### src/rtl/divider_pkg.sv
// Shared RV32 M-extension definitions used by the multiplier and divider.
// Contents:
//   XLEN / DIV_WIDTH : default datapath width for the muldiv units
//   mul_op_t         : multiplier op encoding (funct3[1:0] of MUL*)
//   muldiv_op_t      : divider op encoding (funct3[1:0] of DIV*/REM*)
//   op_is_signed / op_is_rem : decode helpers for muldiv_op_t
package divider_pkg;

    localparam int XLEN      = 32;
    localparam int DIV_WIDTH = XLEN;

    typedef enum logic [1:0] {
        OP_MUL    = 2'b00,
        OP_MULH   = 2'b01,
        OP_MULHSU = 2'b10,
        OP_MULHU  = 2'b11
    } mul_op_t;

    typedef enum logic [1:0] {
        OP_DIV  = 2'b00,
        OP_DIVU = 2'b01,
        OP_REM  = 2'b10,
        OP_REMU = 2'b11
    } muldiv_op_t;

    function automatic logic op_is_signed(muldiv_op_t op);
        return (op == OP_DIV) || (op == OP_REM);
    endfunction

    function automatic logic op_is_rem(muldiv_op_t op);
        return (op == OP_REM) || (op == OP_REMU);
    endfunction

endpackage

### src/rtl/divu_core.sv
// Unsigned restoring shift-subtract divider datapath.
// Ports:
//   clk, rst_n   : clock, asynchronous active-low reset
//   i_load       : load fresh operands (partial remainder cleared)
//   i_step       : perform one shift-subtract step this cycle
//   i_dividend   : unsigned dividend magnitude
//   i_divisor    : unsigned divisor magnitude
//   o_quot_next  : quotient/dividend shift register after the current step
//   o_rem_next   : partial remainder after the current step
// The "next" values are exposed so the caller can sign-fix the final step
// in the same cycle it is computed.
module divu_core #(
    parameter int WIDTH = 32
) (
    input  logic             clk,
    input  logic             rst_n,
    input  logic             i_load,
    input  logic             i_step,
    input  logic [WIDTH-1:0] i_dividend,
    input  logic [WIDTH-1:0] i_divisor,
    output logic [WIDTH-1:0] o_quot_next,
    output logic [WIDTH-1:0] o_rem_next
);

    logic [WIDTH-1:0] r_quot;
    logic [WIDTH-1:0] r_rem;
    logic [WIDTH-1:0] r_divisor;

    logic [WIDTH:0]   w_rem_shift;
    logic [WIDTH-1:0] w_diff;
    logic             w_fits;

    // The shifted remainder needs one extra bit; when it fits, the true
    // difference is below the divisor, so the low WIDTH bits are exact.
    always_comb begin
        w_rem_shift = {r_rem, r_quot[WIDTH-1]};
        w_diff      = w_rem_shift[WIDTH-1:0] - r_divisor;
        w_fits      = (w_rem_shift >= {1'b0, r_divisor});
        if (w_fits) begin
            o_rem_next  = w_diff;
            o_quot_next = {r_quot[WIDTH-2:0], 1'b1};
        end else begin
            o_rem_next  = w_rem_shift[WIDTH-1:0];
            o_quot_next = {r_quot[WIDTH-2:0], 1'b0};
        end
    end

    always_ff @(posedge clk or negedge rst_n) begin
        if (!rst_n) begin
            r_quot    <= '0;
            r_rem     <= '0;
            r_divisor <= '0;
        end else if (i_load) begin
            r_quot    <= i_dividend;
            r_rem     <= '0;
            r_divisor <= i_divisor;
        end else if (i_step) begin
            r_quot    <= o_quot_next;
            r_rem     <= o_rem_next;
        end
    end

endmodule

### src/rtl/divider.sv
// Multi-cycle RV32M divider (DIV, DIVU, REM, REMU).
// Ports:
//   clk, rst_n : clock, asynchronous active-low reset
//   start      : request a division (only honoured while idle)
//   op         : 00 DIV, 01 DIVU, 10 REM, 11 REMU
//   a, b       : dividend, divisor
//   busy       : high while an operation is in flight (CALC or DONE)
//   done       : one-cycle pulse with a valid result
//   result     : quotient or remainder, held until the next result
// Divide-by-zero and signed overflow bypass the iterative core entirely.
module divider
    import divider_pkg::*;
#(
    parameter int WIDTH = DIV_WIDTH
) (
    input  logic             clk,
    input  logic             rst_n,
    input  logic             start,
    input  logic [1:0]       op,
    input  logic [WIDTH-1:0] a,
    input  logic [WIDTH-1:0] b,
    output logic             busy,
    output logic             done,
    output logic [WIDTH-1:0] result
);

    localparam int CW = $clog2(WIDTH) + 1;
    localparam logic [CW-1:0]    LAST_STEP = CW'(WIDTH - 1);
    localparam logic [WIDTH-1:0] MOST_NEG  = {1'b1, {(WIDTH-1){1'b0}}};

    typedef enum logic [1:0] {
        S_IDLE,
        S_CALC,
        S_DONE
    } state_t;

    state_t           r_state;
    state_t           w_next_state;
    logic [CW-1:0]    r_count;
    logic             r_neg_q;
    logic             r_neg_r;
    logic             r_is_rem;
    logic [WIDTH-1:0] r_result;

    muldiv_op_t       w_op;
    logic             w_signed;
    logic             w_a_neg;
    logic             w_b_neg;
    logic [WIDTH-1:0] w_a_mag;
    logic [WIDTH-1:0] w_b_mag;
    logic             w_div_zero;
    logic             w_overflow;
    logic             w_special;
    logic [WIDTH-1:0] w_special_result;
    logic             w_accept;
    logic             w_last;
    logic [WIDTH-1:0] w_core_quot;
    logic [WIDTH-1:0] w_core_rem;
    logic [WIDTH-1:0] w_final;

    // Operand decode on the raw inputs; only meaningful on the accepting edge.
    always_comb begin
        w_op       = muldiv_op_t'(op);
        w_signed   = op_is_signed(w_op);
        w_a_neg    = w_signed & a[WIDTH-1];
        w_b_neg    = w_signed & b[WIDTH-1];
        w_a_mag    = w_a_neg ? -a : a;
        w_b_mag    = w_b_neg ? -b : b;
        w_div_zero = (b == '0);
        w_overflow = w_signed && (a == MOST_NEG) && (b == '1);
        w_special  = w_div_zero | w_overflow;
        if (w_div_zero) begin
            w_special_result = op_is_rem(w_op) ? a : '1;
        end else begin
            w_special_result = op_is_rem(w_op) ? '0 : a;
        end
        w_accept   = (r_state == S_IDLE) && start;
        w_last     = (r_state == S_CALC) && (r_count == LAST_STEP);
    end

    divu_core #(
        .WIDTH(WIDTH)
    ) u_core (
        .clk         (clk),
        .rst_n       (rst_n),
        .i_load      (w_accept),
        .i_step      (r_state == S_CALC),
        .i_dividend  (w_a_mag),
        .i_divisor   (w_b_mag),
        .o_quot_next (w_core_quot),
        .o_rem_next  (w_core_rem)
    );

    // Sign fix-up is applied to the core's final step so the registered
    // result lands on the same edge as the last iteration.
    always_comb begin
        if (r_is_rem) begin
            w_final = r_neg_r ? -w_core_rem : w_core_rem;
        end else begin
            w_final = r_neg_q ? -w_core_quot : w_core_quot;
        end
    end

    always_comb begin
        w_next_state = r_state;
        busy         = (r_state != S_IDLE);
        done         = (r_state == S_DONE);
        case (r_state)
            S_IDLE: if (start) w_next_state = w_special ? S_DONE : S_CALC;
            S_CALC: if (r_count == LAST_STEP) w_next_state = S_DONE;
            S_DONE: w_next_state = S_IDLE;
            default: w_next_state = S_IDLE;
        endcase
    end

    always_ff @(posedge clk or negedge rst_n) begin
        if (!rst_n) begin
            r_state <= S_IDLE;
        end else begin
            r_state <= w_next_state;
        end
    end

    // Step counter plus the sign/op context captured at acceptance.
    always_ff @(posedge clk or negedge rst_n) begin
        if (!rst_n) begin
            r_count  <= '0;
            r_neg_q  <= 1'b0;
            r_neg_r  <= 1'b0;
            r_is_rem <= 1'b0;
        end else if (w_accept) begin
            r_count  <= '0;
            r_neg_q  <= w_a_neg ^ w_b_neg;
            r_neg_r  <= w_a_neg;
            r_is_rem <= op_is_rem(w_op);
        end else if (r_state == S_CALC) begin
            r_count  <= r_count + 1'b1;
        end
    end

    always_ff @(posedge clk or negedge rst_n) begin
        if (!rst_n) begin
            r_result <= '0;
        end else if (w_accept && w_special) begin
            r_result <= w_special_result;
        end else if (w_last) begin
            r_result <= w_final;
        end
    end

    assign result = r_result;

endmodule

### config.mk
export PLATFORM = sky130hd
export DESIGN_NAME = divider
export DESIGN_NICKNAME = d
export VERILOG_FILES = /design/src/rtl/divider_pkg.sv /design/src/rtl/divu_core.sv /design/src/rtl/divider.sv
export SDC_FILE = /design/constraint.sdc
export NUM_CORES = 1
export LEC_CHECK = 0
export CAP_MARGIN = 20
export CORE_MARGIN = 2
export CORE_UTILIZATION = 29
export DETAILED_ROUTE_END_ITERATION = 10
export DONT_BUFFER_PORTS = 1
export PLACE_DENSITY = 0.53
export SLEW_MARGIN = 20
export SYNTH_ARGS = -nofsm -noshare
export SYNTH_HDL_FRONTEND = slang
export SYNTH_SLANG_ARGS = --single-unit
### constraint.sdc
create_clock -name clk -period 4.5 [get_ports clk]
set_input_delay 0.9 -clock clk [delete_from_list [all_inputs] [get_ports clk]]
set_output_delay 0.9 -clock clk [all_outputs]
set_load 0.01 [all_outputs]
==> impl_metrics.csv, run 1 <==
group,metric,value,unit
setup_path,cpLargestDelayFamily,"compound AO/OA/AOI/OAI gates",
pwr,power_leakage,5.51,nW
timing,slew_headroom,29.8,%
cts,h-tree-depth,4,
synthesis,syn_nets,1642,
min_path,hold_path_class,"primary input to asynchronous set/reset pin",
cts,insertion_delay,450,ps
die,row_count,74,
cells_and_area,drive_gt1_share,14.7,%
timing,drv_slew,0,
setup_path,crit_path_start_kind,"flop",
setup_path,worstSetupPathType,"flop to flop",
timing,period_share,99.1,%
cts,cts_buffers,17,
route,routedWlPerCell,20.1,µm
timing,worst_pin_slew,1050,ps
die,die_y,207,µm
cts,path_clk_slew,70,ps
synthesis,yosysTopAreaCellShare,29.0,%
placement,dp_cells,2075,
global_routing,globalRouteTotalUtil,19.4,%
synthesis,synth_area_leaders,"dfrtp_1 (29%), nand2_1 (6.2%), xnor2_1 (6.0%)",
synthesis,synth_edf_count,0,
die,start_util,29.4,%
setup_path,crit_fanout,6,
global_routing,grt_pass1_vias,11100,
setup_path,worstSetupEndpointType,"flop",
timing,setup_viol,0,
global_routing,grt_max_degree,140,
synthesis,synth-simple-area-share,21.9,%
placement,gp_congestion,0.875,
pwr,ir_worst_vdd,0.389,mV
cts,cts_max_path_buffers,2,
synthesis,syn_avg_cell_area,7.83,µm²
timing,period_needed,4460,ps
timing,skew,8.30,ps
synthesis,synth-main-ff-cell,"dfrtp_1",
timing,max_freq,0.224,GHz
timing,hold_viol,0,
synthesis,synth_area,12000,µm²
setup_path,cp_num_buf_inv,1,
synthesis,synth-async-reset-ratio,100,%
die,num_io_pins,103,
die,core,40800,µm²
route,num_vias,11500,
cts,cts.sinks,139,
cts,root_buffer,"clkbuf_16",
job,max_cap_viol_count,0,
synthesis,synth_top_family_by_area,"compound AO/OA/AOI/OAI gates",
timing,rsz0062_at_grt,"true",
global_routing,overflow,0,
die,die_x,207,µm
synthesis,ys_ff_latch,139,
cells_and_area,regArea,3480,µm²
synthesis,yosysSeqAreaShare,29.0,%
route,viasPerCell,5.43,
placement,hpwl,32.2,mm
placement,io_buffers,0,
timing,fin_tns_setup,0,ps
cells_and_area,syn_to_final_growth,17.7,%
global_routing,antenna_found_initial,1,
synthesis,ys_types,93,
cells_and_area,multi_input_area,8270,µm²
synthesis,synthAdderAreaFrac,6.21,%
synthesis,synth_largest_area_cell,"dfrtp_1",
synthesis,synthTopCellsByCount,"nand2_1 (197), dfrtp_1 (139), nor2_1 (136), o21ai_0 (131), a21oi_1 (103)",
setup_path,crit_path_cell_trace,"ha_4, and3_4, nand4_1, o41a_1, o31a_2, nand2_4, inv_4, mux2i_2, ha_2, o21ai_2, a2111oi_4, nand4b_1, or4_4, a21oi_4, nand3_2, o41ai_2, xnor2_1, o21ai_1",
global_routing,grt_pass1_wl,65.4,mm
cts,cts_tree,"done",
pwr,p_per_area,1000,nW/µm²
cells_and_area,fin_cells,2114,
synthesis,yosysMostFrequentCell,"nand2_1",
route,dr.first_iter.drc_count,751,
synthesis,synth_compound_area_share,25.0,%
synthesis,ys_warn_count,0,
cells_and_area,antenna_cells,0,
setup_path,arrival,4790,ps
setup_path,cpPeakStageDelay,600,ps
route,ant_nets,0,
cts,cts_hold_buf,0,
cells_and_area,nets,1678,
synthesis,synthMuxAreaShare,2.09,%
setup_path,cp.required,4830,ps
cells_and_area,fill_cells,4236,
route,first_pass_iters,5,
setup_path,cpMaxStageDelayCell,"or4_4",
synthesis,yosys.area_share.xor_xnor,9.99,%
route,finalWirelength,42.5,mm
timing,timing.hold.ws,155,ps
synthesis,syn_inst,1534,
die,die_area,43100,µm²
outcome,run_status,"complete, no violations",
route,drc,0,
[state kept, by name, indices dropped and copies added, names as in the netlist, 2 cells and up]
signal            count
result               32
u_core.r_divisor     32
u_core.r_quot        32
u_core.r_rem         32
r_count               6
r_state               2
[layout make-up]
cell class,instances,share of cell area (%)
clock buffers,20,3.16
inverters,60,1.61
repair buffers,113,6.03
multi-input cells,1239,58.5
flip-flops and latches,139,24.6
clock inverters,11,1.36
well taps,532,4.71
[cell families (layout without fill, tap and decap cells)]
logic type | Yosys count | count (layout)
XOR/XNOR | 137 | 137
multiplexers | 25 | 25
flip-flops | 139 | 139
AO/OA/AOI/OAI | 459 | 459
AND/OR/NAND/NOR | 554 | 554
adder cells (fa/ha/maj) | 64 | 64
buffers and inverters | 156 | 204
[layout by cell type, fill, tap and decap left out, types with 21 or more instances in the layout]
master / Yosys / layout
a211oi_1: 24 / 22
mux2i_1: 24 / 23
xnor2_1: 82 / 81
nand2_1: 197 / 196
xor2_1: 55 / 55
a21oi_1: 103 / 99
inv_1: 58 / 57
o21ai_0: 131 / 128
o31ai_1: 26 / 26
dfrtp_1: 139 / 135
nand3_1: 57 / 55
a31oi_1: 42 / 42
nor3_1: 27 / 27
nor2_1: 136 / 135
nand4_1: 21 / 21
maj3_1: 25 / 25
buf_4: 1 / 112
[routing by layer]
| layer | vias up | GRT usage, % | share of wire, % |
|---|---|---|---|
| met3 | 68 | 3.16 | 3.6 |
| met2 | 207 | 33.6 | 50 |
| met4 | 2 | 8.05 | 3.5 |
| li1 | 5627 | - | - |
| met1 | 5565 | 23.8 | 43 |
| met5 | - | 0 | 0.031 |
[stage by stage]
step                total power, mW  setup slack, ps  util (%)  area (µm²)
CTS                            13.6             26.3      33.6       13700
floorplan                      8.82            -66.9         -       12100
finish                         14.2             39.8      34.6       14100
detailed placement             12.0             45.5      32.0       13100
global placement               11.9             77.6      32.0       13100
global route                   15.4             -139      34.6       14100
[what timing repair did]
action	4_1_cts	5_1_grt
setup endpoints to repair	0	14
setup buffers	0	8
resized for setup	0	54
[path summary, 6_finish.rpt]
check / start / to / slack [ps] / cells after the start
max in group asynchronous: rst_n / u_core.r_rem[12] / 4030 / 0
worst max register to register: u_core.r_rem[4] / result[30] / 40 / 18
min in group clk: u_core.r_divisor[29] / u_core.r_divisor[29] / 480 / 2
worst max-delay path: u_core.r_rem[4] / result[30] / 40 / 18
worst min register to register: u_core.r_divisor[29] / u_core.r_divisor[29] / 480 / 2
worst min-delay path: rst_n / u_core.r_divisor[2] / 150 / 0
[power by group]
group	switching, mW	total (mW)	leakage (nW)	internal [mW]
logic	5.78	9.95	3.58	4.17
clock network	0.614	1.61	0.306	0.996
registers	0.747	2.64	1.62	1.89
total	7.14	14.2	5.51	7.05
(Power assumes the default switching activity.)
==> inputs of run 2 (changes only) <==
CAP_MARGIN = 0   (was 20)
==> results of run 2 <==
Same layout as run 1: the final DEF is identical, and so are final timing and power.
==> RTL change, RTL diff (flow settings as in run 1) <==
Put one more register stage on the output `result`, cleared by the reset. The value now appears one clock later. The other outputs are not delayed to match. Comments in the files are not updated.
--- a/src/rtl/divider.sv
+++ b/src/rtl/divider.sv
@@ -149,5 +149,11 @@
     end
 
-    assign result = r_result;
+    always_ff @(posedge clk or negedge rst_n) begin
+        if (!rst_n) begin
+            result <= '0;
+        end else begin
+            result <= r_result;
+        end
+    end
 
 endmodule
Function: changed (a bounded check fails within 4 cycles, from zero or initial values and one cycle with rst_n low).
==> RTL change against run 1 <==
  * Die area increased by 5.4%
  * Worst setup slack better by 0.17 ns
  * Global-route usage up 0.78 points
  * Design area grew 0.49%
  * Via count rose by 4.2%
  * Routed wire length grew 5.2%
  * Power fell by 2.1%
  * Sequential cell count increased by 32
  * Area after synthesis grew 5.5%
==> RTL change: results <==
group,metric,value,unit
place,detailed_place_hpwl,32700,um
global_route,antenna_found_initial,0,
worst_setup_path,cpPeakStageDelay,0.44,ns
clock_network,path_clk_slew,0.07,ns
layout,finalNetCount,1706,
worst_setup_path,rr_startpoint,"u_core.r_rem[23]$_DFFE_PN0P_",
global_route,grt_pass1_wl,69900,um
power_and_ir_drop,leakage,5.58,nW
place,place_congestion,0.916,
clock_network,insertion_delay,0.48,ns
layout,n_antenna_cell,0,
layout,syn_to_final_growth,12.1,%
clock_network,post_cts_buffers,0,
worst_setup_path,worstSetupEndpoint,"r_result[28]$_DFFE_PN0P_",
yosys,seq_area_frac_synth,0.338,
drt,post_drt_wl_per_cell,20.4,um
global_route,grt_pass1_vias,11515,
worst_setup_path,ff2ff_path_depth,19,
yosys,synthTopCellsByArea,"dfrtp_1, nand2_1, o21ai_0",
outcome,outcome,"finished clean",
worst_setup_path,crit_family,"simple AND/OR/NAND/NOR gates",
sta,worst_hold_slack,0.117,ns
global_route,grt_max_degree,172,
place,place_area,13500,um2
drt,viasPerCell,5.44,
global_route,grt_util_all_layers,0.202,
drt,drt_iter0_drc,1126,
layout,drive_above_1_share,0.0999,
sta,skew,0.0145,ns
sta,max_slew_margin,0.316,
worst_setup_path,r2r_end,"r_result[28]$_DFFE_PN0P_",
drt,drt_first_pass_iters,7,
worst_setup_path,critical-path-slowest-cell,"or3_4",
yosys,synth_commonest_cells,"nand2_1, dfrtp_1, nor2_1",
worst_setup_path,crit_start,"u_core.r_rem[23]$_DFFE_PN0P_",
power_and_ir_drop,peakVddDrop,0.340,mV
yosys,ys_types,91,
layout,nFillCells,4536,
worst_setup_path,rrSetupSlack,0.21,ns
hold_path,hold_path.class,"input pin to async pin",
clock_network,htree_levels,4,
-- RTL change: changes by cell type after synthesis, moves of 12 or more --
cell	change
maj3_1	-25
clkbuf_1	+16
a31oi_1	+12
nor2_1	+23
nor3_1	+15
nand2_1	+29
dfrtp_1	+32
-- RTL change: cell families after synthesis --
logic type               share of synthesized area
XOR/XNOR                                    0.0947
buffers and inverters                       0.0519
AO/OA/AOI/OAI                                0.232
adder cells (fa/ha/maj)                     0.0391
AND/OR/NAND/NOR                              0.224
flip-flops                                   0.338
multiplexers                                0.0208
-- RTL change: report_power, final --
part / switching, mW / internal, mW / total (mW)
Sequential: 0.866 / 2.32 / 3.18
Clock: 0.732 / 0.911 / 1.64
Combinational: 5.51 / 3.55 / 9.06
-- RTL change: final cells by class --
| cell class | instances | share of cell area |
|---|---|---|
| Clock buffer | 20 | 0.0321 |
| Inverter | 53 | 0.0140 |
| Multi-Input combinational cell | 1280 | 0.550 |
| Clock inverter | 12 | 0.0114 |
| Sequential cell | 171 | 0.301 |
| Timing Repair Buffer | 75 | 0.0399 |
| Tap cell | 585 | 0.0515 |
-- RTL change: per-layer routing --
metal | global-route usage | wire length (um)
met5 | 0 | 0
met3 | 0.0291 | 1800
met2 | 0.334 | 21600
met4 | 0.0757 | 1280
met1 | 0.265 | 20000
-- RTL change: timing repair --
| item | 4_1_cts | 5_1_grt |
|---|---|---|
| pin swaps | 1 | 1 |
| endpoints found under the setup margin | 4 | 14 |
| resized for setup | 2 | 14 |
-- RTL change: through the flow --
stage | std cells | setup slack, ns
after detailed placement | 2163 | -0.0726
after global routing | 2196 | 0.0140
final | 2196 | 0.214
after global placement | 2163 | 0.0124
after CTS | 2195 | 0.00718
after floorplan | 1605 | 0.00801
